--- src/rtl/sar_pkg.sv ---
// Shared definitions for the SAR result averaging stage: default widths,
// FSM state encoding and the averaging-exponent clamp.
package sar_pkg;

  localparam int SAR_DW     = 8;
  localparam int SAR_MAXLOG = 4;

  typedef enum logic {IDLE, ACC} sar_avg_state_t;

  // Requested exponents above the supported maximum fall back to the maximum.
  function automatic logic [2:0] clamp_log2(input logic [2:0] req,
                                            input logic [2:0] maxlog);
    if (req > maxlog) return maxlog;
    return req;
  endfunction

endpackage

--- src/rtl/sar_avg_outreg.sv ---
// One-deep valid/ready output register for averaged words, with a sticky
// overrun flag raised when a new word arrives while the held one is stalled.
module sar_avg_outreg
  import sar_pkg::*;
#(
  parameter int DW = SAR_DW
) (
  input  logic          clk,
  input  logic          rst,
  input  logic          load,
  input  logic [DW-1:0] load_data,
  input  logic          out_ready,
  input  logic          clr_ovr,
  output logic          out_valid,
  output logic [DW-1:0] out_data,
  output logic          overrun
);

  // Handshake: a word moves when out_valid && out_ready in the same cycle;
  // while out_valid is high and out_ready low, out_data is held unchanged.
  logic can_load;
  logic drop;

  assign can_load = !out_valid || out_ready;
  assign drop     = load && !can_load;

  always_ff @(posedge clk) begin
    if (rst) begin
      out_valid <= 1'b0;
      out_data  <= '0;
      overrun   <= 1'b0;
    end else begin
      if (load && can_load) begin
        out_valid <= 1'b1;
        out_data  <= load_data;
      end else if (out_valid && out_ready) begin
        out_valid <= 1'b0;
      end
      // A drop in the same cycle as a clear keeps the flag set.
      if (drop)         overrun <= 1'b1;
      else if (clr_ovr) overrun <= 1'b0;
    end
  end

endmodule

--- src/rtl/sar_result_avg.sv ---
// Averages 2^L consecutive SAR conversion results into one rounded, saturated
// DW-bit word and hands it to a valid/ready output register.
module sar_result_avg
  import sar_pkg::*;
#(
  parameter int DW     = SAR_DW,
  parameter int MAXLOG = SAR_MAXLOG
) (
  input  logic          clk,
  input  logic          rst,
  input  logic          en,
  input  logic [2:0]    avg_log2,
  input  logic          in_valid,
  input  logic [DW-1:0] in_data,
  output logic          out_valid,
  input  logic          out_ready,
  output logic [DW-1:0] out_data,
  output logic          overrun,
  input  logic          clr_ovr
);

  localparam int AW = DW + MAXLOG;
  localparam logic [MAXLOG:0] CNT_ONE = {{MAXLOG{1'b0}}, 1'b1};
  localparam logic [AW:0]     SUM_ONE = {{AW{1'b0}}, 1'b1};
  localparam logic [2:0]      MAXLOG_3 = 3'(MAXLOG);

  sar_avg_state_t state, state_next;
  logic [AW-1:0]  acc, acc_next;
  logic [MAXLOG:0] cnt, cnt_next, cnt_last;
  logic [2:0]     l_q, l_next;
  logic           win_done;

  logic [AW:0]    sum, bias, rounded, shifted;
  logic [DW-1:0]  res;

  assign cnt_last = (CNT_ONE << l_q) - CNT_ONE;

  // Rounding adds half an LSB of the result (nothing when L=0).
  always_comb begin
    sum     = {1'b0, acc} + {{(MAXLOG + 1){1'b0}}, in_data};
    bias    = (SUM_ONE << l_q) >> 1;
    rounded = sum + bias;
    shifted = rounded >> l_q;
    res     = (|shifted[AW:DW]) ? {DW{1'b1}} : shifted[DW-1:0];
  end

  always_comb begin
    state_next = state;
    acc_next   = acc;
    cnt_next   = cnt;
    l_next     = l_q;
    win_done   = 1'b0;
    case (state)
      IDLE: begin
        if (en) begin
          state_next = ACC;
          l_next     = clamp_log2(avg_log2, MAXLOG_3);
          acc_next   = '0;
          cnt_next   = '0;
        end
      end
      ACC: begin
        if (!en) begin
          state_next = IDLE;
          acc_next   = '0;
          cnt_next   = '0;
        end else if (in_valid) begin
          if (cnt == cnt_last) begin
            win_done = 1'b1;
            acc_next = '0;
            cnt_next = '0;
            l_next   = clamp_log2(avg_log2, MAXLOG_3);
          end else begin
            acc_next = sum[AW-1:0];
            cnt_next = cnt + CNT_ONE;
          end
        end
      end
      default: state_next = IDLE;
    endcase
  end

  always_ff @(posedge clk) begin
    if (rst) begin
      state <= IDLE;
      acc   <= '0;
      cnt   <= '0;
      l_q   <= '0;
    end else begin
      state <= state_next;
      acc   <= acc_next;
      cnt   <= cnt_next;
      l_q   <= l_next;
    end
  end

  sar_avg_outreg #(.DW(DW)) u_outreg (
    .clk       (clk),
    .rst       (rst),
    .load      (win_done),
    .load_data (res),
    .out_ready (out_ready),
    .clr_ovr   (clr_ovr),
    .out_valid (out_valid),
    .out_data  (out_data),
    .overrun   (overrun)
  );

endmodule

--- config.mk ---
export PLATFORM = sky130hd
export DESIGN_NAME = sar_result_avg
export DESIGN_NICKNAME = d
export VERILOG_FILES = /design/src/rtl/sar_pkg.sv /design/src/rtl/sar_avg_outreg.sv /design/src/rtl/sar_result_avg.sv
export SDC_FILE = /design/constraint.sdc
export NUM_CORES = 1
export LEC_CHECK = 0
export CAP_MARGIN = 20
export CORE_MARGIN = 3
export CORE_UTILIZATION = 50
export DETAILED_ROUTE_END_ITERATION = 16
export HOLD_SLACK_MARGIN = 0.06
export PLACE_DENSITY_LB_ADDON = 0.3
export SLEW_MARGIN = 20
export SYNTH_ARGS = -nofsm -noshare
export SYNTH_HDL_FRONTEND = slang
export SYNTH_SLANG_ARGS = --single-unit
--- constraint.sdc ---
create_clock -name clk -period 5.25 [get_ports clk]
set_clock_uncertainty 0.15 [all_clocks]
set_input_delay 1.575 -clock clk [delete_from_list [all_inputs] [get_ports clk]]
set_output_delay 1.575 -clock clk [all_outputs]
set_load 0.1 [all_outputs]
==> results.ini <==
[logic_synthesis]
synth_edf_count = 0
ys_seq_area_share_pct = 21.3
ys_ff_latch = 31
netlist_instances = 368
ys_async_sr_fraction_pct = 0
syn_avg_cell_area_um2 = 7.92
yosys_warnings = 0
synth_nets = 404
ys.flop_type = dfxtp_1
netlist_area_mm2 = 0.00291
synthDistinctLibCells = 68

[placement]
numPortBuffers = 26
preCtsSetupSlack_ns = -0.414
place_inst = 502
place.gp.congestion = 0.933
place_hpwl_um = 6000

[critical_path]
cp_top_family = compound AO/OA/AOI/OAI gates
slowest_delay_ns = 0.47
start_kind = input port
endpoint_kind = register
critical_path_class = in2reg
arrival_ns = 5.13
critPathBufInv = 3
critPathRequiredTime_ns = 5.29
reg2reg_setup_slack_ns = 1.10
crit_chain = dlymetal6s2s_1 -> ha_2 -> fa_2 -> a21o_1 -> a21oi_2 -> xnor2_2 -> ha_1 -> o21ai_1 -> o21ai_1 -> a21oi_2 -> buf_4 -> buf_4 -> o41ai_4 -> o21ai_2 -> mux4_2 -> a2bb2oi_1 -> o32ai_1
path_max_fanout = 4
slowest_stage = mux4_2

[timing]
setup_violations = 0
tightest_slew_ns = 0.963
slew_headroom_pct = 35.6
hold_viol_final = 0
slew_viol_final = 0
finalSetupTns_ns = 0
finalCritPeriodShare_pct = 97.0
fmax_mhz = 196
final.setup.worst_slack_ns = 0.159
min_period_ns = 5.09

[power_and_ir_drop]
power-per-cell-area_mw_per_mm2 = 181
ir_drop_uv = 165
leakagePower_nw = 1.70
p_total_w = 0.000712

[detailed_routing]
drtPass1Iterations = 4
ant_nets = 0
drc = 0
vias = 3091
via_per_inst = 5.99
first_iter_violations = 209
finalWirelength_um = 8350
avgRoutedWirePerCell_um = 16.2

[run]
max_cap_viol_count = 0

[clock_tree]
cts.path.max_buffers = 2
path_clk_slew_ns = 0.07
clock_sinks = 31
root_buffer = clkbuf_8
htree_num_levels = 2
cts_buffers = 5
tritoncts = built
clkLatencyLatePin_ns = 0.29

[final_layout]
drive_gt1_share_pct = 26.4
diodes = 0
finalNonFillerCells = 516
layout_commonest_cell = buf_4
post-route-util_pct = 70.7
nFillCells = 424
nets = 479
syn_to_final_growth_pct = 35.3
final_cell_mix = 61 x buf_4, 57 x nor2_1, 31 x dfxtp_1, 25 x a21oi_1, 22 x clkdlybuf4s50_1

[floorplan]
dieArea_mm2 = 0.00678
die_w_um = 82.3
dieHeight_um = 82.3
io_pins = 27
core_mm2 = 0.00557
start_util_pct = 52.3
fp-row-count = 27

[global_routing]
grt_use_total_pct = 24.7
grt_max_degree = 33
antenna_found_initial = 0
first_global_vias = 2789
globalRoute.totalOverflow = 0
grt_pass1_wl_um = 13100

[outcome]
status = finished clean

[min_path]
hp-class = reg2reg

==> logic make-up (layout without fill, tap and decap cells) <==
logic type	count (synthesis)	count (layout)	synth area share (%)
XOR/XNOR	19	19	5.71
multiplexers	13	13	5.03
buffers and inverters	30	106	4.30
flip-flops	31	31	21.3
AO/OA/AOI/OAI	123	123	32.0
adder cells (fa/ha/maj)	19	19	8.68
AND/OR/NAND/NOR	133	133	22.9
==> state kept, by name (all words and copies together) (netlist names) <==
register,count
acc,12
cnt,5
l_q,3
state,1
u_outreg.out_data,8
u_outreg.out_valid,1
u_outreg.overrun,1
==> where the power goes <==
part           switching [W]  internal (W)  leakage (nW)  total (W)
Clock              0.0000949      0.000154        0.0612   0.000248
Sequential        0.00000729      0.000240         0.251   0.000247
Combinational       0.000121     0.0000953          1.39   0.000216
==> Yosys cell counts, types with 4 or more instances <==
library cell  number  area, um^2
a211oi_1           8        60.1
a21o_1             7        52.6
a21oi_1           28         140
a22oi_1           12        90.1
a2bb2oi_1          5        43.8
a311oi_1           7        61.3
a31oi_1            4        25.0
and2_1             6        37.5
buf_2              4        20.0
clkbuf_1          13        48.8
dfxtp_1           31         621
ha_1              17         213
inv_1             10        37.5
mux2i_1            9        90.1
nand2_1           11        41.3
nand3_1           12        60.1
nor2_1            58         218
nor3_1            12        60.1
o211ai_1           5        37.5
o21ai_0           10        50.1
or3_1              8        50.1
xnor2_1           11        96.3
xor2_1             8        70.1
==> routing by layer <==
metal | global-route usage [%] | part of all wire, % | vias to the layer above | wire, um
met5 | 0 | 0 | - | 0
met4 | 6.31 | 1.6 | 0 | 133
met3 | 3.69 | 3.8 | 12 | 318
met2 | 42.1 | 49 | 72 | 4120
met1 | 32.5 | 45 | 1476 | 3780
li1 | - | - | 1531 | -
==> tightest hold or removal path: stages, from the launching register on <==
cell and delay, ns:
dfxtp_1 0.33, a21oi_1 0.06, nor2_1 0.07
==> metrics by stage <==
step / area [um^2] / hold WS (ns)
finish: 3940 / 0.342
floorplan: 2910 / 0.310
CTS: 3810 / 0.343
global route: 3940 / 0.377
global placement: 3610 / 0.318
detailed placement: 3610 / 0.325
==> path summary, 6_finish.rpt <==
kind / from / to / cells past startpoint
worst max-delay path: in_data[0] / u_outreg.out_data[5] / 17
worst min-delay path: u_outreg.overrun / u_outreg.overrun / 2
worst max register to register: l_q[2] / u_outreg.out_data[1] / 15
worst min register to register: u_outreg.overrun / u_outreg.overrun / 2
==> final cells by class <==
class | count | area [um^2] | share of cell area (%)
Multi-Input combinational cell | 307 | 2330 | 59.0
Timing Repair Buffer | 88 | 748 | 19.0
Sequential cell | 31 | 621 | 15.8
Tap cell | 72 | 90.1 | 2.29
Clock buffer | 6 | 82.6 | 2.10
Inverter | 10 | 37.5 | 0.953
Clock inverter | 2 | 35.0 | 0.889
==> timing repair <==
| item | 4_1_cts | 5_1_grt |
|---|---|---|
| hold buffers | 0 | 0 |
| endpoints found under the setup margin | 8 | 8 |
| pin swaps | 14 | 19 |
| buffers inserted | 2 | 5 |
| gates resized for setup | 16 | 18 |
(Power assumes the default switching activity.)
